$ cat config.mk
export PLATFORM = sky130hd
export DESIGN_NAME = z16_mem_arbiter
export DESIGN_NICKNAME = d
export VERILOG_FILES = /design/src/rtl/z16_mem_arbiter_pkg.sv /design/src/rtl/z16_rr_pick2.sv /design/src/rtl/z16_mem_arbiter.sv
export SDC_FILE = /design/constraint.sdc
export NUM_CORES = 1
export LEC_CHECK = 0
export ABC_AREA = 0
export BUFFER_PORTS_ARGS = -buffer_cell sky130_fd_sc_hd__buf_2
export CORE_ASPECT_RATIO = 1.25
export CORE_MARGIN = 1.5
export CORE_UTILIZATION = 38
export CTS_BUF_LIST = sky130_fd_sc_hd__clkbuf_16
export CTS_CLUSTER_SIZE = 28
export DETAILED_ROUTE_END_ITERATION = 8
export PLACE_DENSITY = 0.81
export SYNTH_ARGS = -nofsm -noshare
export SYNTH_HDL_FRONTEND = slang
export SYNTH_SLANG_ARGS = --single-unit
$ cat constraint.sdc
create_clock -name i_clk -period 2.1 [get_ports i_clk]
set_input_delay 0.21 -clock i_clk [delete_from_list [all_inputs] [get_ports i_clk]]
set_output_delay 0.21 -clock i_clk [all_outputs]
set_load 0.01 [all_outputs]
$ cat src/rtl/z16_mem_arbiter_pkg.sv
// Shared Z16 definitions: arbiter state encoding, requester IDs and small helpers
// used by the data-memory arbiter and its round-robin picker.
package z16_mem_arbiter_pkg;

   typedef enum logic {
      ARB  = 1'b0,
      LOCK = 1'b1
   } arb_state_e;

   localparam logic REQ_ID_CPU = 1'b0;
   localparam logic REQ_ID_DBG = 1'b1;
   localparam int   N_REQ      = 2;

   // A granted access that returns data to its requester.
   function automatic logic is_read(input logic gnt, input logic wen);
      return gnt & ~wen;
   endfunction

endpackage

$ cat src/rtl/z16_rr_pick2.sv
// Two-way round-robin picker: a lone request always wins; on a tie the
// requester that was not served last wins. Output is one-hot or zero.
module z16_rr_pick2
   import z16_mem_arbiter_pkg::*;
(
   input  logic [N_REQ-1:0] req,
   input  logic             last,
   output logic [N_REQ-1:0] gnt
);

   for (genvar gi = 0; gi < N_REQ; gi++) begin : g_pick
      localparam logic MY_ID = 1'(gi);
      assign gnt[gi] = req[gi] & (~req[N_REQ-1-gi] | (last != MY_ID));
   end

endmodule

$ cat src/rtl/z16_mem_arbiter.sv
// Arbitrates one single-port data memory between the CPU and the debug/program
// loader, with a debug lock that shuts the CPU out for multi-word transfers.
module z16_mem_arbiter
   import z16_mem_arbiter_pkg::*;
#(
   parameter int DATA_W = 16,
   parameter int ADDR_W = 16
) (
   input  logic              i_clk,
   input  logic              i_rst_n,

   input  logic              i_cpu_req,
   input  logic              i_cpu_wen,
   input  logic [ADDR_W-1:0] i_cpu_addr,
   input  logic [DATA_W-1:0] i_cpu_wdata,
   output logic              o_cpu_gnt,
   output logic              o_cpu_stall,
   output logic              o_cpu_rvalid,
   output logic [DATA_W-1:0] o_cpu_rdata,

   input  logic              i_dbg_req,
   input  logic              i_dbg_wen,
   input  logic [ADDR_W-1:0] i_dbg_addr,
   input  logic [DATA_W-1:0] i_dbg_wdata,
   input  logic              i_dbg_lock,
   output logic              o_dbg_gnt,
   output logic              o_dbg_rvalid,
   output logic [DATA_W-1:0] o_dbg_rdata,

   output logic [ADDR_W-1:0] o_mem_addr,
   output logic              o_mem_wen,
   output logic [DATA_W-1:0] o_mem_wdata,
   input  logic [DATA_W-1:0] i_mem_rdata,

   output logic              o_locked
);

   arb_state_e       state_reg, state_next;
   logic             last_reg, last_next;
   logic [N_REQ-1:0] req_vec;
   logic [N_REQ-1:0] gnt_vec;
   logic [N_REQ-1:0] wen_vec;
   logic             cpu_gnt, dbg_gnt;

   logic             rvalid_reg [N_REQ];
   logic [DATA_W-1:0] rdata_reg  [N_REQ];

   // Requests are masked while reset is held so no grant or write leaks out,
   // and the CPU is masked entirely while the debug port holds the lock.
   assign req_vec[REQ_ID_CPU] = i_rst_n & i_cpu_req & (state_reg == ARB);
   assign req_vec[REQ_ID_DBG] = i_rst_n & i_dbg_req;
   assign wen_vec[REQ_ID_CPU] = i_cpu_wen;
   assign wen_vec[REQ_ID_DBG] = i_dbg_wen;

   z16_rr_pick2 u_pick (
      .req  (req_vec),
      .last (last_reg),
      .gnt  (gnt_vec)
   );

   assign cpu_gnt     = gnt_vec[REQ_ID_CPU];
   assign dbg_gnt     = gnt_vec[REQ_ID_DBG];
   assign o_cpu_gnt   = cpu_gnt;
   assign o_dbg_gnt   = dbg_gnt;
   assign o_cpu_stall = i_cpu_req & ~cpu_gnt;
   assign o_locked    = (state_reg == LOCK);

   always_ff @(posedge i_clk or negedge i_rst_n) begin
      if (!i_rst_n) begin
         state_reg <= ARB;
         last_reg  <= REQ_ID_DBG;
      end else begin
         state_reg <= state_next;
         last_reg  <= last_next;
      end
   end

   always_comb begin
      state_next = state_reg;
      last_next  = last_reg;
      if (cpu_gnt) begin
         last_next = REQ_ID_CPU;
      end else if (dbg_gnt) begin
         last_next = REQ_ID_DBG;
      end
      case (state_reg)
         ARB: begin
            if (dbg_gnt && i_dbg_lock) begin
               state_next = LOCK;
            end
         end
         LOCK: begin
            if (!i_dbg_lock) begin
               state_next = ARB;
            end
         end
         default: state_next = ARB;
      endcase
   end

   always_comb begin
      o_mem_addr  = '0;
      o_mem_wen   = 1'b0;
      o_mem_wdata = '0;
      if (cpu_gnt) begin
         o_mem_addr  = i_cpu_addr;
         o_mem_wen   = i_cpu_wen;
         o_mem_wdata = i_cpu_wdata;
      end else if (dbg_gnt) begin
         o_mem_addr  = i_dbg_addr;
         o_mem_wen   = i_dbg_wen;
         o_mem_wdata = i_dbg_wdata;
      end
   end

   // Read data is captured on the grant edge; it keeps its value until the
   // same requester's next read so software can sample it late.
   for (genvar gi = 0; gi < N_REQ; gi++) begin : g_resp
      always_ff @(posedge i_clk or negedge i_rst_n) begin
         if (!i_rst_n) begin
            rvalid_reg[gi] <= 1'b0;
            rdata_reg[gi]  <= '0;
         end else begin
            rvalid_reg[gi] <= is_read(gnt_vec[gi], wen_vec[gi]);
            if (is_read(gnt_vec[gi], wen_vec[gi])) begin
               rdata_reg[gi] <= i_mem_rdata;
            end
         end
      end
   end

   assign o_cpu_rvalid = rvalid_reg[REQ_ID_CPU];
   assign o_cpu_rdata  = rdata_reg[REQ_ID_CPU];
   assign o_dbg_rvalid = rvalid_reg[REQ_ID_DBG];
   assign o_dbg_rdata  = rdata_reg[REQ_ID_DBG];

endmodule

==> flow_metrics.tcl, run 1 <==
set metrics [dict create \
    outcome "finished, final reports clean" \
    grt_pass1_vias 1683 \
    crit_required_ns 1.89 \
    drc 0 \
    yosys_warnings 0 \
    crit_path_end_kind "output port" \
    rsz0062_at_grt "false" \
    use_met3_pct 7.616 \
    crit_buf_inv 2 \
    seq_area_um2 902.1 \
    h-tree-depth 2 \
    insertion_delay_ns 0.27 \
    multiInputGateArea_um2 790.8 \
    slew_headroom_pct 71.36 \
    drive_above_1_share_pct 73.43 \
    fmax_ghz 0.5048 \
    grt_use_total_pct 19.85 \
    syn_area_mm2 0.001782 \
    fin_skew_ns 0.003647 \
    hold_violations 0 \
    pin_count 158 \
    synth-seq-cells 36 \
    routed_wl_um 5243 \
    synth_fp_nets 210 \
    synth-edff-count 0 \
    core_mm2 0.004459 \
    io_buffers 157 \
    final.setup.tns_ns 0 \
    tightest_slew_ns 0.4295 \
    dieArea_mm2 0.005111 \
    avgViaCountPerCell 4.907 \
    ctsLongestPathBuffers 2 \
    cts_tree "yes" \
    dpl_cell_area_mm2 0.002613 \
    gp_congestion 0.7114 \
    async_reset_ff_share_pct 100.0 \
    cellLeakagePower_uw 0.001540 \
    layout-area-overhead-vs-synth_pct 56.39 \
    finalSetupViolCount 0 \
    cp.arrival_ns 1.77 \
    fillCellCount 395 \
    drt.antenna.violating_nets 0 \
    clkSinkCount 36 \
    min_period_over_period_pct 94.32 \
    crit_family "flip-flops" \
    globalRoute.busiestLayer "met2" \
    crit_path_start_kind "flop" \
    yosys.area.top_type "dfrtp_1" \
    path_max_fanout 5 \
    crit_path_max_incr_delay_ns 0.57 \
    num_rows 27 \
    path_cells "nand2b_1 > and3_1 > buf_4 > a22o_1 > buf_2" \
    initialDrtViolationCount 51 \
    slowest_stage "dfstp_2" \
    synth_cells 123 \
    grt_max_degree 36 \
    synth_top_area_share_pct 49.16 \
    cap_violations 0 \
    avgSynthCellArea_um2 14.49 \
    met2_usage_pct 34.38 \
    hold_path.class "input pin to flop" \
    firstDrtPassIters 4 \
    use_met1_pct 22.76 \
    synth_top_flop_cell "dfrtp_1" \
    cts-resized-gates 0 \
    final_area_mm2 0.002786 \
    dpl.hpwl_um 4143 \
    antenna_found_initial 0 \
    die_x_um 64.25 \
    synth-seq-area-share_pct 50.63 \
    cts-buffers-inserted 5 \
    diodes 0 \
    drv_slew 0 \
    nets 372 \
    critPathKind "flop to output port" \
    fp.dieH_um 79.56 \
    root_buffer "clkbuf_16" \
    grt_pass1_wl_um 7893 \
    synth_cell_type_count 23 \
    synthTopCellsByArea "dfrtp_1, a22o_1, mux2_2" \
    powerDensity_mw_per_mm2 905.6 \
    num_vias 1688 \
    clkTransAtPathRegs_ns 0.05 \
    finalPower_uw 2524 \
    fin_crit_ns 1.981 \
    wl_per_cell_um 15.24 \
    gr-total-overflow 0 \
    ir_worst_vdd_uv 638.0 \
    initial_core_util_pct 39.96 \
]
==> per-stage QoR <==
| stage | setup slack (ns) | std cells | utilization [%] | hold slack (ns) |
|---|---|---|---|---|
| after floorplan | 0.5461 | 123 | - | -0.08559 |
| after CTS | 0.1257 | 344 | 62.49 | 0.1504 |
| after detailed placement | 0.4247 | 335 | 58.59 | 0.03273 |
| after global placement | 0.4420 | 335 | 58.59 | 0.02864 |
| after global routing | 0.05018 | 344 | 62.49 | 0.1522 |
| final | 0.1192 | 344 | 62.49 | 0.1501 |
==> path summary, 6_finish.rpt <==
path	start	to	slack [ns]	depth (start not counted)
setup / recovery	last_reg	o_mem_wdata[0]	0.12	5
hold / removal	i_dbg_lock	o_locked	0.15	2
setup reg to reg	o_locked	o_cpu_rdata[4]	0.50	4
hold reg to reg	o_dbg_rdata[8]	o_dbg_rdata[8]	0.50	1
max in group asynchronous	i_rst_n	last_reg	1.13	3
min in group asynchronous	i_rst_n	o_locked	0.32	2
==> cells in the mapped netlist, types with 2 or more instances <==
library cell	instances
dfrtp_1	35
a22o_1	33
mux2_2	23
mux2_4	9
buf_6	4
clkbuf_1	2
==> power by group <==
| group | switching [uW] | internal, uW | total [uW] |
|---|---|---|---|
| Sequential | 89.2 | 867 | 956 |
| Combinational | 348 | 411 | 759 |
| Clock | 256 | 552 | 808 |
| Total | 693 | 1830 | 2520 |
==> logic make-up (layout without fill, tap and decap cells) <==
family          after synthesis  in the layout  synth area share (%)
buf+inv                      10            173                 4.986
flops                        36             36                 50.63
mux                          32             32                 22.12
simple gates                  8              8                 3.722
compound gates               37             37                 18.54
==> cell usage in the layout (no fill, tap or decap), drive strengths merged <==
cell type	instances
bufinv	1
and3	1
nor2b	2
o21a	1
a21oi	2
buf	163
dfstp	1
dfrtp	35
a22o	33
a211oi	1
nor2	1
dlygate4sd3	1
and4bb	1
nand2	2
nand2b	1
clkinv	1
inv	2
mux2	32
clkbuf	5
==> what timing repair did <==
item                                   CTS  global route
endpoints found under the hold margin    1             0
hold buffers                             1             0
buffers inserted                         0             0
==> layer usage <==
layer / up-vias / wire, um
li1: 799 / -
met1: 783 / 2089
met2: 98 / 2469
met3: 8 / 616
met4: 0 / 69
met5: - / 0
==> layout make-up <==
type	count	area share, %
inverter	1	0.1347
clock inverter	3	1.392
tap	58	2.604
sequential	36	32.38
multi-input combinational	77	28.38
clock buffer	5	4.490
timing repair buffer	164	30.62
No activity file was read; power rests on OpenSTA's default activity.
==> inputs of run 2 (changes only) <==
--- a/config.mk
+++ b/config.mk
@@ -8,7 +8,7 @@
 export ABC_AREA = 0
 export BUFFER_PORTS_ARGS = -buffer_cell sky130_fd_sc_hd__buf_2
 export CORE_ASPECT_RATIO = 1.25
-export CORE_MARGIN = 1.5
+export CORE_MARGIN = 5
 export CORE_UTILIZATION = 38
 export CTS_BUF_LIST = sky130_fd_sc_hd__clkbuf_16
 export CTS_CLUSTER_SIZE = 28
==> run 2 against run 1 <==
  * Highest routed layer is now met5
  * Maximum frequency down 1.1%
  * Setup slack worse by 0.021 ns
  * Critical path type unchanged
  * Critical path depth unchanged
  * Cell count is 0.29% lower
  * Critical endpoint is now o_mem_addr[6]
==> flow_metrics.tcl, run 2 (same netlist as run 1, synthesis figures left out) <==
set metrics [dict create \
    outcome "finished, final reports clean" \
    routed_wl_um 6333 \
    num_rows 27 \
    rsz0062_at_grt "false" \
    min_period_over_period_pct 95.34 \
    cellLeakagePower_uw 0.001533 \
    root_buffer "clkbuf_16" \
    hold_path.class "input pin to async pin" \
    num_vias 1758 \
    crit_buf_inv 2 \
    slowest_stage "dfstp_2" \
    pin_count 158 \
    layout_commonest_cell "buf_2" \
    crit_path_max_incr_delay_ns 0.57 \
    diodes 0 \
    ff2ff_path_depth 4 \
    slew_headroom_pct 69.83 \
    cp.arrival_ns 1.79 \
    h-tree-depth 2 \
    core_mm2 0.004493 \
    io_buffers 157 \
    rrSetupSlack_ns 0.51 \
    fp.dieH_um 86.56 \
    cts-buffers-inserted 5 \
    die_x_um 71.25 \
    fin_skew_ns 0.007376 \
    dpl.hpwl_um 5000 \
    dp.cells 334 \
    grt_use_total_pct 19.64 \
    nets 371 \
    path_depth 5 \
    cts_tree "yes" \
    cap_violations 0 \
    hold_violations 0 \
    path_cells "nand2b_1 > and3_2 > buf_12 > a22o_1 > buf_2" \
    crit_required_ns 1.89 \
    crit_family "flip-flops" \
    firstDrtPassIters 4 \
    insertion_delay_ns 0.27 \
    fmax_ghz 0.4994 \
    reg2reg_from "o_locked" \
    critPathKind "flop to output port" \
    avgViaCountPerCell 5.125 \
    final.setup.tns_ns 0 \
    path_max_fanout 18 \
    clkTransAtPathRegs_ns 0.05 \
    ctsLongestPathBuffers 2 \
    timing.critical_path.from "last_reg" \
    initial_core_util_pct 39.65 \
    initialDrtViolationCount 61 \
    drv_slew 0 \
    grt_max_degree 38 \
    layout.cells.non_filler 343 \
    dpl_worst_slack_ns 0.3544 \
    gr-total-overflow 0 \
    grt_pass1_wl_um 9425 \
    powerDensity_mw_per_mm2 876.8 \
    grt_pass1_vias 1890 \
    final_area_mm2 0.002773 \
    drive_above_1_share_pct 73.68 \
    wl_per_cell_um 18.46 \
    dpl_cell_area_mm2 0.002605 \
    antenna_found_initial 1 \
    gp_congestion 0.8357 \
    setup_ws_ns 0.09778 \
    drt.antenna.violating_nets 0 \
    layout-area-overhead-vs-synth_pct 55.62 \
    crit_path_end_kind "output port" \
    cts_setup_buffers 0 \
    ir_worst_vdd_uv 647.2 \
    dieArea_mm2 0.006167 \
    clkSinkCount 36 \
    drc 0 \
    fin_crit_ns 2.002 \
    final_cell_mix "buf_2, dfrtp_1, a22o_1, mux2_2, mux2_4" \
    finalSetupViolCount 0 \
    crit_path_start_kind "flop" \
    tightest_slew_ns 0.4526 \
    fillCellCount 370 \
]
run 2: timing repair:
action	4_1_cts	5_1_grt
endpoints found under the setup margin	0	5
endpoints found under the hold margin	0	0
resized for setup	0	1
hold buffers	0	0
run 2: cell type report:
type | instances | area [um2] | area share, %
Inverter | 1 | 3.754 | 0.1354
Timing Repair Buffer | 163 | 860.8 | 31.05
Clock buffer | 5 | 125.1 | 4.513
Clock inverter | 3 | 16.27 | 0.5866
Tap cell | 58 | 72.57 | 2.617
Multi-Input combinational cell | 77 | 792.0 | 28.56
Sequential cell | 36 | 902.1 | 32.54
run 2: worst paths after layout:
kind,end
max in group asynchronous,last_reg
worst min register to register,o_cpu_rdata[0]
min in group i_clk,o_locked
worst max register to register,o_cpu_rdata[9]
worst max-delay path,o_mem_addr[6]
worst min-delay path,o_cpu_rdata[8]
run 2: where the power goes:
part	total (uW)	switching (uW)	internal, uW
combinational	775	360	415
sequential	962	94.8	867
clock	694	262	432
run 2: layer usage:
metal	track usage, %	share of wire, %	vias to the layer above
li1	-	-	793
met2	33.19	48	119
met3	6.845	13	10
met4	5.983	1.2	2
met1	23.37	37	834
met5	0	0.21	-
run 2: metrics by stage:
stage | power [uW] | util (%) | hold slack [ns]
6_report | 2431 | 61.71 | 0.02790
3_3_place_gp | 1718 | 57.98 | 0.3405
4_1_cts | 2453 | 61.12 | 0.03848
5_1_grt | 2572 | 61.71 | 0.07195
3_5_place_dp | 1745 | 57.98 | 0.3320
2_1_floorplan | 1361 | - | -0.08559
==> inputs of run 3 (changes only) <==
--- a/config.mk
+++ b/config.mk
@@ -13,6 +13,7 @@
 export CTS_BUF_LIST = sky130_fd_sc_hd__clkbuf_16
 export CTS_CLUSTER_SIZE = 28
 export DETAILED_ROUTE_END_ITERATION = 8
+export HOLD_SLACK_MARGIN = 0.08
 export PLACE_DENSITY = 0.81
 export SYNTH_ARGS = -nofsm -noshare
 export SYNTH_HDL_FRONTEND = slang
==> run 3 against run 2 <==
  * Count of clock-buffer cells in the layout unchanged
  * Design area up 0.36%
  * Setup slack worse by 0.0088 ns
  * Critical path type unchanged
  * Critical endpoint is now o_mem_addr[5]
==> flow_metrics.tcl, run 3 (same netlist as run 1, synthesis figures left out) <==
set metrics [dict create \
    insertion_delay_ns 0.27 \
    drc 0 \
    drive_above_1_share_pct 73.43 \
    crit_path_max_incr_delay_ns 0.57 \
    layout_commonest_cell "buf_2" \
    grt_use_total_pct 19.64 \
    outcome "finished, final reports clean" \
    slew_headroom_pct 69.70 \
    dpl_cell_area_mm2 0.002605 \
    pin_count 158 \
    cts_tree "yes" \
    cellLeakagePower_uw 0.001537 \
    path_cells "nand2b_1 > and3_2 > buf_12 > a22o_1 > buf_2" \
    hold_path.class "input pin to flop" \
    layout.cells.non_filler 344 \
    finalSetupViolCount 0 \
    layout-area-overhead-vs-synth_pct 56.18 \
    drt.antenna.violating_nets 0 \
    fin_skew_ns 0.007207 \
    slowest_stage "dfstp_2" \
    rsz0062_at_grt "false" \
    io_buffers 157 \
    wl_per_cell_um 18.38 \
    gr-total-overflow 0 \
    clkSinkCount 36 \
    nets 372 \
    avgViaCountPerCell 5.096 \
    die_x_um 71.25 \
    critPathKind "flop to output port" \
    rrSetupSlack_ns 0.51 \
    diodes 0 \
    tightest_slew_ns 0.4545 \
    fmax_ghz 0.4973 \
    dp.cells 334 \
    crit_required_ns 1.89 \
    initial_core_util_pct 39.65 \
    cap_violations 0 \
    ctsLongestPathBuffers 2 \
    path_max_fanout 18 \
    hold_violations 0 \
    fp.dieH_um 86.56 \
    num_vias 1753 \
    initialDrtViolationCount 65 \
    grt_pass1_wl_um 9439 \
    finalPower_uw 2434 \
    routed_wl_um 6323 \
    num_rows 27 \
    final_cell_mix "buf_2, dfrtp_1, a22o_1, mux2_2, mux2_4" \
    grt_pass1_vias 1895 \
    final.setup.tns_ns 0 \
    dieArea_mm2 0.006167 \
    root_buffer "clkbuf_16" \
    ir_worst_vdd_uv 646.6 \
    crit_path_start_kind "flop" \
    antenna_found_initial 0 \
    cts-buffers-inserted 5 \
    core_mm2 0.004493 \
    dpl.hpwl_um 5000 \
    drv_slew 0 \
    grt_max_degree 38 \
    crit_path_end_kind "output port" \
    gp_congestion 0.8357 \
    min_period_over_period_pct 95.76 \
    final_area_mm2 0.002783 \
    fin_crit_ns 2.011 \
    firstDrtPassIters 4 \
    setup_ws_ns 0.08900 \
    powerDensity_mw_per_mm2 874.7 \
    clkTransAtPathRegs_ns 0.05 \
    dpl_worst_slack_ns 0.3544 \
    h-tree-depth 2 \
    cp.arrival_ns 1.80 \
    cts_setup_buffers 0 \
]
run 3: worst paths after layout:
| path | to | cells past startpoint | startpoint |
|---|---|---|---|
| max | o_mem_addr[5] | 5 | last_reg |
| min | o_locked | 2 | i_dbg_lock |
| max reg2reg | o_cpu_rdata[7] | 4 | o_locked |
| min reg2reg | o_cpu_rdata[0] | 1 | o_cpu_rdata[0] |
| max in group asynchronous | last_reg | 3 | i_rst_n |
| min in group asynchronous | o_cpu_rdata[8] | 3 | i_rst_n |
run 3: repair_timing:
action / CTS / global route
setup endpoints to repair: 0 / 5
gates resized for setup: 0 / 1
hold buffers: 1 / 0
hold endpoints to repair: 35 / 0
run 3: final cells by class:
class	instances	area, um2
Clock buffer	5	125.1
Clock inverter	3	16.27
Fill cell	371	1710
Inverter	1	3.754
Multi-Input combinational cell	77	792.0
Sequential cell	36	902.1
Tap cell	58	72.57
Timing Repair Buffer	164	870.8
run 3: worst max-delay path: cells and delay by family, from the launching register on:
kind,cells,cell delay [ns]
compound gates,1,0.22
simple gates,2,0.42
buf+inv,2,0.32
flops,1,0.57
run 3: power breakdown:
group	switching, uW	total, uW	leakage, uW	internal [uW]
registers	94.2	961	0.000431	867
clock network	263	695	0.0000764	432
logic	362	778	0.00103	416
total	719	2430	0.00154	1720
run 3: metrics by stage:
stage	hold slack [ns]	utilization [%]
2_1_floorplan	-0.08559	-
3_3_place_gp	0.3405	57.98
3_5_place_dp	0.3320	57.98
4_1_cts	0.1472	61.35
5_1_grt	0.1574	61.93
6_report	0.1550	61.93
run 3: metal layers:
| metal | up-vias | GRT usage [%] | part of all wire [%] |
|---|---|---|---|
| li1 | 795 | - | - |
| met4 | 0 | 5.983 | 1.1 |
| met3 | 8 | 6.613 | 12 |
| met2 | 112 | 33.19 | 48 |
| met5 | - | 0 | 0 |
| met1 | 838 | 23.52 | 39 |
